## config.mk

```make
export PLATFORM = sky130hd
export DESIGN_NAME = pipelined_rca_flat
export DESIGN_NICKNAME = d
export VERILOG_FILES = /design/src/rtl/pipelined_rca_if.sv /design/src/rtl/pipelined_rca.sv /design/src/flat_wrapper.sv
export SDC_FILE = /design/constraint.sdc
export NUM_CORES = 1
export LEC_CHECK = 0
export CORE_MARGIN = 10
export CORE_UTILIZATION = 37
export DETAILED_ROUTE_END_ITERATION = 6
export GPL_ROUTABILITY_DRIVEN = 1
export SKIP_LAST_GASP = 1
export SYNTH_ARGS = -nofsm -noshare
export SYNTH_HDL_FRONTEND = slang
export SYNTH_SLANG_ARGS = --single-unit
export TNS_END_PERCENT = 50
```

## constraint.sdc

```tcl
create_clock -name clk -period 8.25 [get_ports clk]
set_input_delay 1.65 -clock clk [delete_from_list [all_inputs] [get_ports clk]]
set_output_delay 1.65 -clock clk [all_outputs]
set_load 0.05 [all_outputs]
```

## src/rtl/pipelined_rca_if.sv

```systemverilog
// Operand/result stream bundle for pipelined_rca.
// Define PRCA_OVERFLOW_EN to add the signed-overflow result flag (ovf).
interface pipelined_rca_if #(
   parameter int N = 16
);
   logic          in_valid;
   logic          in_ready;
   logic [N-1:0]  a;
   logic [N-1:0]  b;
   logic          cin;
   logic          sub;
   logic          out_valid;
   logic          out_ready;
   logic [N-1:0]  sum;
   logic          cout;
`ifdef PRCA_OVERFLOW_EN
   logic          ovf;

   modport slave (
      input  in_valid, a, b, cin, sub, out_ready,
      output in_ready, out_valid, sum, cout, ovf
   );

   modport master (
      output in_valid, a, b, cin, sub, out_ready,
      input  in_ready, out_valid, sum, cout, ovf
   );
`else
   modport slave (
      input  in_valid, a, b, cin, sub, out_ready,
      output in_ready, out_valid, sum, cout
   );

   modport master (
      output in_valid, a, b, cin, sub, out_ready,
      input  in_ready, out_valid, sum, cout
   );
`endif
endinterface

```

## src/rtl/pipelined_rca.sv

```systemverilog
// Pipelined ripple-carry adder/subtractor with valid/ready streaming.
// The N-bit carry chain is cut into STAGES chunks of CHUNK bits; each stage
// ripples one chunk and registers it. Operand chunks not yet summed and result
// chunks already summed travel alongside in skew registers.
// Optional feature: define PRCA_OVERFLOW_EN to add a pipelined ovf output.
module pipelined_rca #(
   parameter int N      = 16,
   parameter int STAGES = 4
) (
   input  logic clk,
   input  logic rst,
   pipelined_rca_if.slave bus
);
   localparam int CHUNK = N / STAGES;

   logic          r_v   [STAGES];
   logic          r_c   [STAGES];
   logic [N-1:0]  r_a   [STAGES];
   logic [N-1:0]  r_b   [STAGES];
   logic [N-1:0]  r_sum [STAGES];

   logic          w_stall;
   logic          w_src_v   [STAGES];
   logic          w_src_c   [STAGES];
   logic [N-1:0]  w_src_a   [STAGES];
   logic [N-1:0]  w_src_b   [STAGES];
   logic [N-1:0]  w_src_sum [STAGES];
   logic [N-1:0]  w_nxt_sum [STAGES];
   logic [CHUNK:0] w_rip    [STAGES];

   // Bit-serial full-adder chain over one chunk; MSB of the result is carry-out.
   function automatic logic [CHUNK:0] f_ripple(
      input logic [CHUNK-1:0] x,
      input logic [CHUNK-1:0] y,
      input logic             ci
   );
      logic             c;
      logic [CHUNK:0]   res;
      c   = ci;
      res = '0;
      for (int i = 0; i < CHUNK; i++) begin
         res[i] = x[i] ^ y[i] ^ c;
         c      = (x[i] & y[i]) | (x[i] & c) | (y[i] & c);
      end
      res[CHUNK] = c;
      return res;
   endfunction

   // A held output freezes the whole pipe, bubbles included.
   assign w_stall       = r_v[STAGES-1] & ~bus.out_ready;
   assign bus.in_ready  = ~w_stall;
   assign bus.out_valid = r_v[STAGES-1];
   assign bus.sum       = r_sum[STAGES-1];
   assign bus.cout      = r_c[STAGES-1];

   // Stage inputs: stage 0 takes the bus (with subtract folded in), later stages the previous register.
   always_comb begin
      w_src_v[0]   = bus.in_valid;
      w_src_a[0]   = bus.a;
      w_src_b[0]   = bus.sub ? ~bus.b : bus.b;
      w_src_c[0]   = bus.sub | bus.cin;
      w_src_sum[0] = '0;
      for (int k = 1; k < STAGES; k++) begin
         w_src_v[k]   = r_v[k-1];
         w_src_a[k]   = r_a[k-1];
         w_src_b[k]   = r_b[k-1];
         w_src_c[k]   = r_c[k-1];
         w_src_sum[k] = r_sum[k-1];
      end
      for (int k = 0; k < STAGES; k++) begin
         w_rip[k]     = f_ripple(w_src_a[k][k*CHUNK +: CHUNK],
                                 w_src_b[k][k*CHUNK +: CHUNK],
                                 w_src_c[k]);
         w_nxt_sum[k] = w_src_sum[k];
         w_nxt_sum[k][k*CHUNK +: CHUNK] = w_rip[k][CHUNK-1:0];
      end
   end

   // Stage registers advance together unless the output is stalled.
   always_ff @(posedge clk) begin
      if (rst) begin
         for (int k = 0; k < STAGES; k++) begin
            r_v[k]   <= 1'b0;
            r_c[k]   <= 1'b0;
            r_a[k]   <= '0;
            r_b[k]   <= '0;
            r_sum[k] <= '0;
         end
      end else if (!w_stall) begin
         for (int k = 0; k < STAGES; k++) begin
            r_v[k]   <= w_src_v[k];
            r_c[k]   <= w_rip[k][CHUNK];
            r_a[k]   <= w_src_a[k];
            r_b[k]   <= w_src_b[k];
            r_sum[k] <= w_nxt_sum[k];
         end
      end
   end

`ifdef PRCA_OVERFLOW_EN
   logic r_ovf;
   logic w_ovf_nxt;

   // Carry into the MSB is recovered as s ^ a ^ b at that bit.
   assign w_ovf_nxt = w_rip[STAGES-1][CHUNK]
                    ^ (w_nxt_sum[STAGES-1][N-1] ^ w_src_a[STAGES-1][N-1] ^ w_src_b[STAGES-1][N-1]);
   assign bus.ovf   = r_ovf;

   // Overflow flag rides with the final stage.
   always_ff @(posedge clk) begin
      if (rst) begin
         r_ovf <= 1'b0;
      end else if (!w_stall) begin
         r_ovf <= w_ovf_nxt;
      end
   end
`endif

endmodule

```

## src/flat_wrapper.sv

```systemverilog
// flat-port wrapper written by rule: the top's interface ports become plain ports
module pipelined_rca_flat 
#(
   parameter int N      = 16,
   parameter int STAGES = 4
)
  (clk, rst, bus_in_valid, bus_a, bus_b, bus_cin, bus_sub, bus_out_ready, bus_in_ready, bus_out_valid, bus_sum, bus_cout);
  pipelined_rca_if #(.N(N)) bus_i ();
  input  logic clk;
  input  logic rst;
  input wire logic [$bits(bus_i.in_valid)-1:0] bus_in_valid;
  input wire logic [$bits(bus_i.a)-1:0] bus_a;
  input wire logic [$bits(bus_i.b)-1:0] bus_b;
  input wire logic [$bits(bus_i.cin)-1:0] bus_cin;
  input wire logic [$bits(bus_i.sub)-1:0] bus_sub;
  input wire logic [$bits(bus_i.out_ready)-1:0] bus_out_ready;
  output wire logic [$bits(bus_i.in_ready)-1:0] bus_in_ready;
  output wire logic [$bits(bus_i.out_valid)-1:0] bus_out_valid;
  output wire logic [$bits(bus_i.sum)-1:0] bus_sum;
  output wire logic [$bits(bus_i.cout)-1:0] bus_cout;
  assign bus_i.in_valid = bus_in_valid;
  assign bus_i.a = bus_a;
  assign bus_i.b = bus_b;
  assign bus_i.cin = bus_cin;
  assign bus_i.sub = bus_sub;
  assign bus_i.out_ready = bus_out_ready;
  assign bus_in_ready = bus_i.in_ready;
  assign bus_out_valid = bus_i.out_valid;
  assign bus_sum = bus_i.sum;
  assign bus_cout = bus_i.cout;
  pipelined_rca #(.N(N), .STAGES(STAGES)) u_core (.clk(clk), .rst(rst), .bus(bus_i));
endmodule
```

# After elaboration in Yosys (flattened, before gate mapping)
# Memories as Yosys holds them, arrays and structs flattened.
# Index checks and enable logic that the tools add are counted.
# word_totals
memories,5
ramBits,200
out_inout_bits,19
input_bits,38
ff_bits,0
# mem_list
name,depth,word_bits,read_ports,rd_clocked_by_memory_dff,write_ports,line,rtl
u_core.r_a,4,16,3,0,4,pipelined_rca.sv:18,logic [N-1:0] r_a [STAGES];
u_core.r_b,4,16,3,0,4,pipelined_rca.sv:19,logic [N-1:0] r_b [STAGES];
u_core.r_sum,4,16,4,0,4,pipelined_rca.sv:20,logic [N-1:0] r_sum [STAGES];
u_core.r_c,4,1,4,0,4,pipelined_rca.sv:17,logic r_c [STAGES];
u_core.r_v,4,1,4,0,4,pipelined_rca.sv:16,logic r_v [STAGES];
# op_classes
n_mux,26
bitwise_logic,137
# ops
operator,n
two-way mux 16 bit,13
OR 1 bit,53
bitwise AND 1 bit,49
bitwise XOR 1 bit,32
inverter 16 bit,1
two-way mux 1 bit,13
inverter 1 bit,2

# Longest topological paths before layout
# depth
word_depth,15
mapped_depth,10
mapped_depth_nobuf,8

# Worst setup path before layout
# Ideal clock, no wire load.
# synth_path
path_kind,input port to flip-flop
from,in rst
to,"mem u_core.r_a[0][10], enable pin"
path_buffers,2
arrival_time_ns,4.267
path_stages,3
path_slack_ns,3.512
setup_ns,0.471
cell_sequence,buf_2 buf_6 nand2b_1
# synth_rtl
item,line,rtl
"start, declared",flat_wrapper.sv:10,input logic rst;
"end, declared",pipelined_rca.sv:18,

# Final worst setup path
# layout_path
from,in bus_out_ready
to,out bus_in_ready
# layout_between
elab_chain_len,3
# layout_rtl
item,line,rtl
"start, declared",flat_wrapper.sv:16,input wire logic [$bits(bus_i.out_ready)-1:0] bus_out_ready;
inverter 1 bit,pipelined_rca.sv:50,assign w_stall = r_v[STAGES-1] & ~bus.out_ready;
bitwise AND 1 bit,pipelined_rca.sv:50,
inverter 1 bit,pipelined_rca.sv:51,assign bus.in_ready = ~w_stall;
"end, declared",flat_wrapper.sv:17,output wire logic [$bits(bus_i.in_ready)-1:0] bus_in_ready;
# Every way passes these cells.

==> results.py <==
metrics = {
    "clocking": {
        "clkTransAtPathRegs_ps": 60,
        "cts_inserted_buffers": 9,
        "cts_resized": 0,
        "insertion_delay_ps": 340,
        "post_cts_buffers": 0,
        "cts_hold_buf": 0,
        "h-tree-depth": 3,
        "cts_root_buf": "clkbuf_16",
        "tritoncts": "built",
        "cts_sinks": 96,
        "clockBufferDepth": 2,
    },
    "critical_path": {
        "rr_worst_depth": 7,
        "arrival_ps": 3120,
        "cp_data_required_time_ps": 6600,
        "worstPathMaxFanout": 2,
        "crit_type": "input port to primary output",
        "r2r-start": "u_core.r_c[0][2]",
        "worst_setup_path_end_kind": "primary output",
        "crit_path_start_kind": "input port",
        "startpoint": "bus_out_ready",
    },
    "synth": {
        "synthesis.nets": 344,
        "synthTopCellsByCount": "edfxtp_1 (96), nor3b_1 (75), inv_1 (23)",
        "synthFlopType": "edfxtp_1",
        "yosysTopAreaCell": "edfxtp_1",
        "synth.area.top_cells": "edfxtp_1 (64%), nor3b_1 (13%), fa_1 (7.1%)",
        "synthDistinctLibCells": 15,
        "ys_seq_area_share_pct": 64.07,
        "syn_inst": 290,
        "synth.most_common_cell": "edfxtp_1",
        "synth_top_area_share_pct": 64.07,
        "syn_area_sq_mm": 0.004499,
        "synth_edf_count": 96,
        "synthArstFlopShare_pct": 0,
        "ys_seq_elements": 96,
        "syn_area_per_cell_sq_um": 15.51,
        "synth_warnings": 0,
    },
    "detailed_routing": {
        "drc_errors": 0,
        "vias_per_cell": 4.617,
        "drtPass1Iterations": 4,
        "drt-total-wl_mm": 6.928,
        "vias": 2184,
        "wl_per_cell_microns": 14.65,
        "drtAntennaViolNets": 0,
        "drt_iter0_drc": 181,
    },
    "global_routing": {
        "grt-busiest-layer": "met2",
        "grt_pass1_vias": 2250,
        "grt.met1_usage_pct": 11.65,
        "grtUsageTotal_pct": 8.683,
        "gr-usage-met3_pct": 1.907,
        "grt_start_max_net_pins": 98,
        "grt_antenna_before_repair": 0,
        "grt_pass1_wl_mm": 11.59,
        "met2_usage_pct": 12.52,
        "grt_overflow": 0,
    },
    "cells_and_area": {
        "area_growth_pct": 18.02,
        "nets": 375,
        "diodes": 0,
        "drive_above_1_share_pct": 12.27,
    },
    "power": {
        "p_comb_share_pct": 10.3,
        "p_clk_share_pct": 38.1,
        "ir_drop_v": 0.00008525,
        "switching_power_mw": 0.2374,
        "power.density_mw_per_mm2": 213.2,
        "power.internal_mw": 0.8949,
        "fin_total_pwr_mw": 1.132,
        "p_leak_nw": 1.932,
        "power_frac_seq_pct": 51.6,
        "p_sw_share_pct": 20.96,
    },
    "run": {
        "cap_violations": 0,
    },
    "sta": {
        "fin_skew_ps": 5.503,
        "hold_viol": 0,
        "setup_slack_ps": 3481,
        "fin_crit_ps": 4769,
        "fin_setup_tns_ps": 0,
        "finalCritPeriodShare_pct": 57.81,
        "fmax_mhz": 209.7,
        "slew_headroom_pct": 20.54,
        "slew_viol_final": 0,
        "setup_viol": 0,
        "tightest_slew_ps": 1192,
        "rsz0062_at_grt": "no",
    },
    "placed_design": {
        "io_buffers": 56,
        "place_congestion": 0.6557,
        "post-place-ws_ps": 3462,
        "dp_hpwl_mm": 4.024,
    },
    "floorplanning": {
        "core_sq_mm": 0.01196,
        "die-area_sq_mm": 0.01697,
        "die_w_microns": 130.3,
        "rows": 40,
        "num_io_pins": 57,
        "die_h_microns": 130.3,
        "start_util_pct": 37.62,
    },
    "hold_path": {
        "hold_depth": 1,
        "hold_class": "register to register",
        "worst_hold_startpoint": "u_core.r_a[0][29]",
    },
    "run_status": {
        "status": "finished clean",
    },
}
kinds of logic after synthesis:
family	count (synthesis)	share of synthesized area [%]
simple gates	99	17.38
fa+ha+maj	16	7.119
xor+xnor	16	3.115
buf+inv	63	8.315
flops	96	64.07
worst max-delay path: stages:
cell and delay [ps]:
clkdlybuf4s50_1 510, nor2b_4 50, inv_1 70, clkdlybuf4s50_1 830
cell usage in the layout, fill, tap and decap left out, types with 3 or more instances in the layout:
master / count
buf_4: 5
nor3b_1: 75
clkinv_1: 3
clkdlybuf4s50_1: 55
clkbuf_16: 9
xnor2_1: 14
edfxtp_1: 96
nor3_2: 19
inv_1: 23
fa_1: 16
metrics by stage:
step	instance area, sq um	hold WS [ps]	cells	util (%)
final	5310	601.6	473	44.39
after global routing	5310	625.6	473	44.39
after CTS	5310	610.3	473	44.39
after detailed placement	4999	588.2	457	41.79
after global placement	4999	578.5	457	41.79
after floorplan	4499	569.7	290	-
power by group through the flow:
| stage | Combinational [mW] | Clock, mW | Sequential (mW) |
|---|---|---|---|
| final | 0.117 | 0.431 | 0.584 |
| after global routing | 0.130 | 0.460 | 0.587 |
| after CTS | 0.119 | 0.440 | 0.584 |
| after detailed placement | 0.119 | 0 | 0.595 |
| after global placement | 0.116 | 0 | 0.594 |
| after floorplan | 0.0874 | 0 | 0.592 |
routing by layer:
metal | vias up | wire (microns)
met5 | - | 0
met4 | 0 | 171
met3 | 13 | 375
met2 | 48 | 3051
met1 | 1054 | 3329
li1 | 1069 | -
state kept, by name, summed over array words and instances, names as in the netlist:
name,flops
u_core.r_a,24
u_core.r_b,24
u_core.r_sum,40
u_core.r_c,4
u_core.r_v,4
layout make-up:
class | instances | area, sq um
Multi-Input combinational cell | 131 | 1257
Inverter | 23 | 86.33
Timing Repair Buffer | 60 | 588.1
Tap cell | 147 | 183.9
Clock inverter | 7 | 86.33
Clock buffer | 9 | 225.2
Sequential cell | 96 | 2883
Fill cell | 1076 | 6651
path summary, 6_finish.rpt:
kind,to,slack [ps]
max,bus_in_ready,3480
max reg2reg,u_core.r_sum[0][63],5710
min reg2reg,u_core.r_a[0][45],600
min,u_core.r_a[0][45],600
No activity file was read; power rests on OpenSTA's default activity.
